## config.mk

```make
export PLATFORM = sky130hd
export DESIGN_NAME = sync_1p_wbuf_fifo
export DESIGN_NICKNAME = d
export VERILOG_FILES = /design/src/rtl/sync_fifo_pkg.sv /design/src/rtl/reg_fifo.sv /design/src/rtl/single_port_RAM.sv /design/src/rtl/sync_1p_wbuf_fifo.sv
export SDC_FILE = /design/constraint.sdc
export NUM_CORES = 2
export LEC_CHECK = 0
export CELL_PAD_IN_SITES_DETAIL_PLACEMENT = 1
export CELL_PAD_IN_SITES_GLOBAL_PLACEMENT = 1
export CORE_UTILIZATION = 30
export DETAILED_ROUTE_END_ITERATION = 10
export GPL_ROUTABILITY_DRIVEN = 0
export PLACE_DENSITY = 0.5
export SLEW_MARGIN = 15
export SYNTH_ARGS = -nofsm -noshare
export SYNTH_HDL_FRONTEND = slang
export SYNTH_SLANG_ARGS = --single-unit
```

## constraint.sdc

```tcl
create_clock -name clk -period 13.8 [get_ports clk]
set_input_delay 2.76 -clock clk [delete_from_list [all_inputs] [get_ports clk]]
set_output_delay 2.76 -clock clk [all_outputs]
set_load 0.02 [all_outputs]
```

## src/rtl/sync_fifo_pkg.sv

```systemverilog
// rtl/sync_fifo_pkg.sv - shared constants and port-op encoding for sync_1p_wbuf_fifo
package sync_fifo_pkg;

   localparam int WBUF_DEPTH     = 4;
   localparam int OBUF_DEPTH     = 4;
   localparam int RAM_RD_LATENCY = 2;

   typedef enum logic [1:0] {
      PORT_IDLE,
      PORT_READ,
      PORT_BYPASS,
      PORT_WRITE
   } port_op_t;

endpackage

```

## src/rtl/reg_fifo.sv

```systemverilog
// rtl/reg_fifo.sv - small register FIFO; callers never push when full
module reg_fifo #(
   parameter int DATA_WIDTH = 8,
   parameter int DEPTH      = 4
) (
   input  logic                   clk_i,
   input  logic                   rst_i,
   input  logic                   push_i,
   input  logic [DATA_WIDTH-1:0]  push_data_i,
   input  logic                   pop_i,
   output logic [DATA_WIDTH-1:0]  head_o,
   output logic [$clog2(DEPTH):0] count_o
);

   localparam int AW = $clog2(DEPTH);

   logic [DATA_WIDTH-1:0] mem_q [DEPTH];
   logic [AW-1:0]         rptr_q;
   logic [AW-1:0]         wptr_q;
   logic [AW:0]           cnt_q;
   logic                  do_push;
   logic                  do_pop;

   assign do_push = push_i && (cnt_q != (AW+1)'(DEPTH));
   assign do_pop  = pop_i && (cnt_q != '0);

   always_ff @(posedge clk_i) begin
      if (rst_i) begin
         rptr_q <= '0;
         wptr_q <= '0;
         cnt_q  <= '0;
      end else begin
         if (do_push) wptr_q <= wptr_q + AW'(1);
         if (do_pop)  rptr_q <= rptr_q + AW'(1);
         cnt_q <= cnt_q + (AW+1)'(do_push) - (AW+1)'(do_pop);
      end
   end

   always_ff @(posedge clk_i) begin
      if (do_push) mem_q[wptr_q] <= push_data_i;
   end

   assign head_o  = mem_q[rptr_q];
   assign count_o = cnt_q;

endmodule

```

## src/rtl/single_port_RAM.sv

```systemverilog
// rtl/single_port_RAM.sv - single-port RAM, read data two cycles after the address
module single_port_RAM #(
   parameter int DATA_WIDTH = 8,
   parameter int ADDR_WIDTH = 8
) (
   input  logic                  clk_i,
   input  logic                  en_i,
   input  logic                  we_i,
   input  logic [ADDR_WIDTH-1:0] addr_i,
   input  logic [DATA_WIDTH-1:0] wdata_i,
   output logic [DATA_WIDTH-1:0] rdata_o
);

   logic [DATA_WIDTH-1:0] mem_q [2**ADDR_WIDTH];
   logic [DATA_WIDTH-1:0] rd_stage_q;
   logic [DATA_WIDTH-1:0] rd_q;

   // Array read is registered, then re-registered on the output side.
   always_ff @(posedge clk_i) begin
      if (en_i) begin
         if (we_i) mem_q[addr_i] <= wdata_i;
         else      rd_stage_q    <= mem_q[addr_i];
      end
      rd_q <= rd_stage_q;
   end

   assign rdata_o = rd_q;

endmodule

```

## src/rtl/sync_1p_wbuf_fifo.sv

```systemverilog
// rtl/sync_1p_wbuf_fifo.sv - single-port-RAM FIFO with write staging buffer,
// read-priority port arbitration and an empty-RAM bypass into the output buffer
module sync_1p_wbuf_fifo
   import sync_fifo_pkg::*;
#(
   parameter int DATA_WIDTH    = 8,
   parameter int FIFO_DEPTH    = 256,
   parameter int LB_FIFO_DEPTH = $clog2(FIFO_DEPTH)
) (
   input  logic                     clk,
   input  logic                     rst,
   input  logic [DATA_WIDTH-1:0]    in_data,
   input  logic                     in_valid,
   output logic                     in_ready,
   output logic [DATA_WIDTH-1:0]    out_data,
   output logic                     out_valid,
   input  logic                     out_ready,
   input  logic                     clear,
   output logic [LB_FIFO_DEPTH:0]   count
);

   localparam int CW  = LB_FIFO_DEPTH + 1;
   localparam int WCW = $clog2(WBUF_DEPTH) + 1;
   localparam int OCW = $clog2(OBUF_DEPTH) + 1;

   logic                     flush;
   logic                     in_exec;
   logic                     out_exec;
   port_op_t                 port_op;

   logic [LB_FIFO_DEPTH-1:0] raddr_q, raddr_d;
   logic [LB_FIFO_DEPTH-1:0] waddr_q, waddr_d;
   logic [CW-1:0]            mem_cnt_q, mem_cnt_d;
   logic [CW-1:0]            count_q, count_d;
   logic [RAM_RD_LATENCY-1:0] vld_q, vld_d;

   logic [WCW-1:0]           wbuf_cnt;
   logic [DATA_WIDTH-1:0]    wbuf_head;
   logic                     wbuf_empty;
   logic                     wbuf_full;
   logic                     wbuf_pop;

   logic [OCW-1:0]           obuf_cnt;
   logic                     obuf_push;
   logic [DATA_WIDTH-1:0]    obuf_push_data;

   logic [1:0]               inflight;
   logic [3:0]               obuf_occ;
   logic                     pipe_out;
   logic [DATA_WIDTH-1:0]    ram_rdata;

   assign flush      = rst | clear;
   assign wbuf_empty = (wbuf_cnt == '0);
   assign wbuf_full  = (wbuf_cnt == WCW'(WBUF_DEPTH));
   assign in_ready   = (count_q < CW'(FIFO_DEPTH)) && !wbuf_full;
   assign out_valid  = (obuf_cnt != '0);
   assign in_exec    = in_valid & in_ready;
   assign out_exec   = out_valid & out_ready;
   assign count      = count_q;

   assign pipe_out = vld_q[RAM_RD_LATENCY-1];
   assign inflight = {1'b0, vld_q[0]} + {1'b0, vld_q[1]};
   assign obuf_occ = 4'(obuf_cnt) + 4'(inflight);

   // Reads win the port; bypass only when nothing older sits in RAM or the pipe.
   always_comb begin
      port_op = PORT_IDLE;
      if (mem_cnt_q != '0 && obuf_occ < 4'(OBUF_DEPTH))
         port_op = PORT_READ;
      else if (mem_cnt_q == '0 && inflight == '0 && !wbuf_empty && obuf_cnt < OCW'(OBUF_DEPTH))
         port_op = PORT_BYPASS;
      else if (!wbuf_empty && mem_cnt_q < CW'(FIFO_DEPTH))
         port_op = PORT_WRITE;
   end

   always_comb begin
      raddr_d   = raddr_q;
      waddr_d   = waddr_q;
      mem_cnt_d = mem_cnt_q;
      count_d   = count_q;
      vld_d     = {vld_q[RAM_RD_LATENCY-2:0], port_op == PORT_READ};
      if (port_op == PORT_READ) begin
         raddr_d   = raddr_q + LB_FIFO_DEPTH'(1);
         mem_cnt_d = mem_cnt_q - CW'(1);
      end else if (port_op == PORT_WRITE) begin
         waddr_d   = waddr_q + LB_FIFO_DEPTH'(1);
         mem_cnt_d = mem_cnt_q + CW'(1);
      end
      if (in_exec && !out_exec)      count_d = count_q + CW'(1);
      else if (!in_exec && out_exec) count_d = count_q - CW'(1);
   end

   always_ff @(posedge clk) begin
      if (flush) begin
         raddr_q   <= '0;
         waddr_q   <= '0;
         mem_cnt_q <= '0;
         count_q   <= '0;
         vld_q     <= '0;
      end else begin
         raddr_q   <= raddr_d;
         waddr_q   <= waddr_d;
         mem_cnt_q <= mem_cnt_d;
         count_q   <= count_d;
         vld_q     <= vld_d;
      end
   end

   assign wbuf_pop       = (port_op == PORT_BYPASS) || (port_op == PORT_WRITE);
   assign obuf_push      = pipe_out || (port_op == PORT_BYPASS);
   assign obuf_push_data = pipe_out ? ram_rdata : wbuf_head;

   reg_fifo #(.DATA_WIDTH(DATA_WIDTH), .DEPTH(WBUF_DEPTH)) u_wbuf (
      .clk_i       (clk),
      .rst_i       (flush),
      .push_i      (in_exec),
      .push_data_i (in_data),
      .pop_i       (wbuf_pop),
      .head_o      (wbuf_head),
      .count_o     (wbuf_cnt)
   );

   single_port_RAM #(.DATA_WIDTH(DATA_WIDTH), .ADDR_WIDTH(LB_FIFO_DEPTH)) u_ram (
      .clk_i   (clk),
      .en_i    ((port_op == PORT_READ) || (port_op == PORT_WRITE)),
      .we_i    (port_op == PORT_WRITE),
      .addr_i  ((port_op == PORT_WRITE) ? waddr_q : raddr_q),
      .wdata_i (wbuf_head),
      .rdata_o (ram_rdata)
   );

   reg_fifo #(.DATA_WIDTH(DATA_WIDTH), .DEPTH(OBUF_DEPTH)) u_obuf (
      .clk_i       (clk),
      .rst_i       (flush),
      .push_i      (obuf_push),
      .push_data_i (obuf_push_data),
      .pop_i       (out_exec),
      .head_o      (out_data),
      .count_o     (obuf_cnt)
   );

   always_ff @(posedge clk) begin
      if (!rst) assert (!(pipe_out && port_op == PORT_BYPASS));
   end

endmodule

```

==> flow_metrics.env <==
export IMPL_cts_hold_buffers_added=0
export IMPL_pin_count=32
export IMPL_hold_path_endpoint="u_ram.rdata_o[5]"
export IMPL_fin_tns_setup_ns=0
export IMPL_clkLatencyLatePin_ns=0.92
export IMPL_vias_per_cell=5.47
export IMPL_ys_types=63
export IMPL_synthCells=6045
export IMPL_root_buffer="clkbuf_16"
export IMPL_async_flop_share_pct=0
export IMPL_r2r_slack_ns=5.81
export IMPL_multi_input_area_mm2=0.0220
export IMPL_drt_initial_drc_count=5247
export IMPL_coreArea_mm2=0.294
export IMPL_cts_setup_buffers=0
export IMPL_cp_required_ns=14.37
export IMPL_timing_slew_headroom_pct=11.6
export IMPL_peakVddDrop_mv=0.0927
export IMPL_initial_core_util_pct=30.2
export IMPL_yosys_warnings=0
export IMPL_hold_depth=0
export IMPL_synthesis_nets=6094
export IMPL_tightest_slew_ns=1.31
export IMPL_rsz0062_at_grt="false"
export IMPL_drive_above_1_share_pct=8.56
export IMPL_dpl_cell_area_mm2=0.0935
export IMPL_path_cells="clkinv_1 > ha_1 > a311o_1 > a31o_2 > inv_2 > buf_4 > o31a_2 > nor2_4 > buf_4 > buf_4 > mux2i_1 > a221oi_1 > or4_1 > o41ai_1 > nand4_1"
export IMPL_ant_nets=0
export IMPL_postLayoutSetupSlackWorst_ns=5.81
export IMPL_critical_path_top_delay_family="buffers and inverters"
export IMPL_syn_to_final_growth_pct=13.7
export IMPL_row_count=199
export IMPL_die_area_mm2=0.298
export IMPL_hold_viol_final=0
export IMPL_synth_area_per_cell_um2=14.7
export IMPL_hold_slack_ns=0.430
export IMPL_final_cell_count_no_fill=10087
export IMPL_worstReg2RegStart="vld_q[1]"
export IMPL_power_mw=17.0
export IMPL_nFillCells=30138
export IMPL_antenna_found_initial=19
export IMPL_netlist_area_mm2=0.0888
export IMPL_grt_max_degree=150
export IMPL_dp_slack_ns=5.87
export IMPL_port_buffers=31
export IMPL_path_depth=15
export IMPL_yosysSeqAreaShare_pct=73.1
export IMPL_power_density_mw_per_mm2=168
export IMPL_grt_pass1_vias=55107
export IMPL_drv_slew=0
export IMPL_path_buf_inv=5
export IMPL_cts_tree="built"
export IMPL_violations="DRC"
export IMPL_skew_ns=0.0744
export IMPL_setup_viol=0
export IMPL_dp_hpwl_mm=188
export IMPL_slowest_delay_ns=1.14
export IMPL_ys_flop_type="edfxtp_1"
export IMPL_die_h_um=546
export IMPL_drc=24
export IMPL_htreeDepth=4
export IMPL_max_freq_ghz=0.125
export IMPL_reg2reg_to="u_ram.rd_stage_q[0]"
export IMPL_critPathMaxFanout=66
export IMPL_outcome="complete, but fails checks"
export IMPL_fin_util_pct=34.3
export IMPL_startpoint_type="register"
export IMPL_worstSetupPathType="reg -> reg"
export IMPL_wirelength_mm=307
export IMPL_r2r_worst_path_cells=15
export IMPL_post_cts_resized=0
export IMPL_cts_sinks=2182
export IMPL_post_route_period_util_pct=57.9
export IMPL_post_drt_wl_per_cell_um=30.4
export IMPL_numCtsBuffers=242
export IMPL_worst_path_most_repeated_cell="buf_4"
export IMPL_nets=6011
export IMPL_dr_pass1_iters=11
export IMPL_clock_path_buffers=4
export IMPL_p_leak_nw=32.5
export IMPL_grt_overflow=0
export IMPL_ff_latch_area_mm2=0.0649
export IMPL_synth_seq_cells=2182
export IMPL_slowest_stage="o41ai_1"
export IMPL_synth_edff_count=2120
export IMPL_maxCapViolCount=0
export IMPL_hold_class="reg -> reg"
export IMPL_die_w_um=546
export IMPL_fin_crit_ns=7.99
export IMPL_final_area_mm2=0.101
export IMPL_dp_cells=9637
export IMPL_arrival_ns=8.56
export IMPL_cp_end_kind="register"
export IMPL_vias=55140
export IMPL_grt_pass1_wl_mm=434
export IMPL_min_delay_start="u_ram.rd_stage_q[5]"
export IMPL_grt_use_total_pct=20.1
export IMPL_path_clk_slew_ns=0.06
==> layout by cell type, fill, tap and decap left out, drive strengths merged, types with 62 or more instances in the layout <==
| master | instances |
|---|---|
| a31oi | 138 |
| a21oi | 288 |
| nor4b | 130 |
| clkbuf | 313 |
| o21ai | 137 |
| dfxtp | 62 |
| buf | 148 |
| edfxtp | 2120 |
| nor2 | 321 |
| nand2 | 335 |
| a211oi | 455 |
| nand3 | 163 |
| clkinv | 104 |
| and3 | 430 |
| or4 | 73 |
| mux2i | 217 |
| nor2b | 135 |
| a221oi | 209 |
==> cell type report <==
| class | instances | share of cell area, % |
|---|---|---|
| inverters | 33 | 0.123 |
| well taps | 3919 | 4.86 |
| diodes | 9 | 0.0223 |
| multi-input cells | 3324 | 21.8 |
| repair buffers | 179 | 1.53 |
| clock buffers | 313 | 6.32 |
| flip-flops and latches | 2182 | 64.3 |
| clock inverters | 128 | 1.03 |
==> worst max-delay path by stage <==
| stage | slack (ns) | start | end |
|---|---|---|---|
| final | 5.81 | vld_q[1] | u_ram.rd_stage_q[0] |
| after global routing | 5.60 | vld_q[1] | u_ram.rd_stage_q[0] |
| after CTS | 5.86 | vld_q[1] | u_ram.rd_stage_q[0] |
| after detailed placement | 5.87 | vld_q[1] | u_ram.rd_stage_q[0] |
| after global placement | 5.71 | vld_q[1] | u_ram.rd_stage_q[0] |
| after floorplan | 8.77 | in_valid | count[8] |
==> routing by layer <==
| layer | wire, um | up-vias | part of all wire (%) | global-route usage, % |
|---|---|---|---|---|
| met1 | 141000 | 29355 | 46 | 28.7 |
| met4 | 8800 | 2 | 2.9 | 5.60 |
| li1 | - | 23862 | - | - |
| met2 | 141000 | 1573 | 46 | 31.6 |
| met3 | 16600 | 348 | 5.4 | 3.02 |
| met5 | 20 | - | 0.0065 | 0 |
==> worst register-to-register path, cell delays in order (launching register included) <==
cell      delay, ns
dfxtp_1        0.54
clkinv_1       0.34
ha_1           0.38
a311o_1        0.20
a31o_2         0.43
inv_2          0.24
buf_4          0.33
o31a_2         0.42
nor2_4         0.61
buf_4          0.84
buf_4          0.94
mux2i_1        0.37
a221oi_1       0.16
or4_1          0.56
o41ai_1        1.14
nand4_1        0.20
==> flip-flops by register name, indices dropped and copies added (netlist names), named ones only <==
signal	count
mem_cnt_q	9
u_ram.mem_q	2048
vld_q	2
u_obuf.rptr_q	2
u_wbuf.count_o	3
u_ram.rd_stage_q	8
u_wbuf.wptr_q	2
raddr_q	8
count	9
u_obuf.mem_q	32
u_obuf.count_o	3
u_wbuf.mem_q	32
u_ram.rdata_o	8
u_obuf.wptr_q	2
u_wbuf.rptr_q	2
waddr_q	8
==> logic make-up (layout without fill, tap and decap cells) <==
logic type	count (synthesis)	count (layout)	synth area share (%)
AO/OA/AOI/OAI	1332	1332	10.4
XOR/XNOR	33	33	0.325
adder cells (fa/ha/maj)	36	36	0.541
buffers and inverters	539	653	2.45
flip-flops	2182	2182	73.1
multiplexers	234	234	2.86
other	0	9	0
AND/OR/NAND/NOR	1689	1689	10.3
==> power breakdown <==
group          internal (mW)  total [mW]  switching [mW]
Combinational          0.671        2.96            2.29
Sequential              7.75        7.81          0.0605
Clock                   3.52        6.20            2.68
==> Yosys cell counts (all sizes together), types with 8 or more instances <==
cell / number / share of area (%)
a211oi: 455 / 3.8
a21oi: 288 / 1.6
a221oi: 209 / 2.1
a31oi: 138 / 0.97
and2: 12 / 0.085
and3: 430 / 3.0
buf: 140 / 0.76
clkbuf: 366 / 1.5
dfxtp: 62 / 1.4
edfxtp: 2120 / 72
ha: 32 / 0.45
inv: 32 / 0.14
mux2i: 217 / 2.4
mux4: 16 / 0.41
nand2: 335 / 1.4
nand2b: 10 / 0.070
nand3: 163 / 0.92
nand4: 21 / 0.15
nor2: 321 / 1.4
nor2b: 135 / 0.95
nor3: 17 / 0.10
nor4: 20 / 0.16
nor4b: 130 / 1.3
o21ai: 137 / 0.77
o41a: 26 / 0.33
o41ai: 32 / 0.32
or2: 8 / 0.056
or3: 10 / 0.070
or4: 73 / 0.62
xnor2: 23 / 0.23
xor2: 10 / 0.099
No activity file was read; power rests on OpenSTA's default activity.
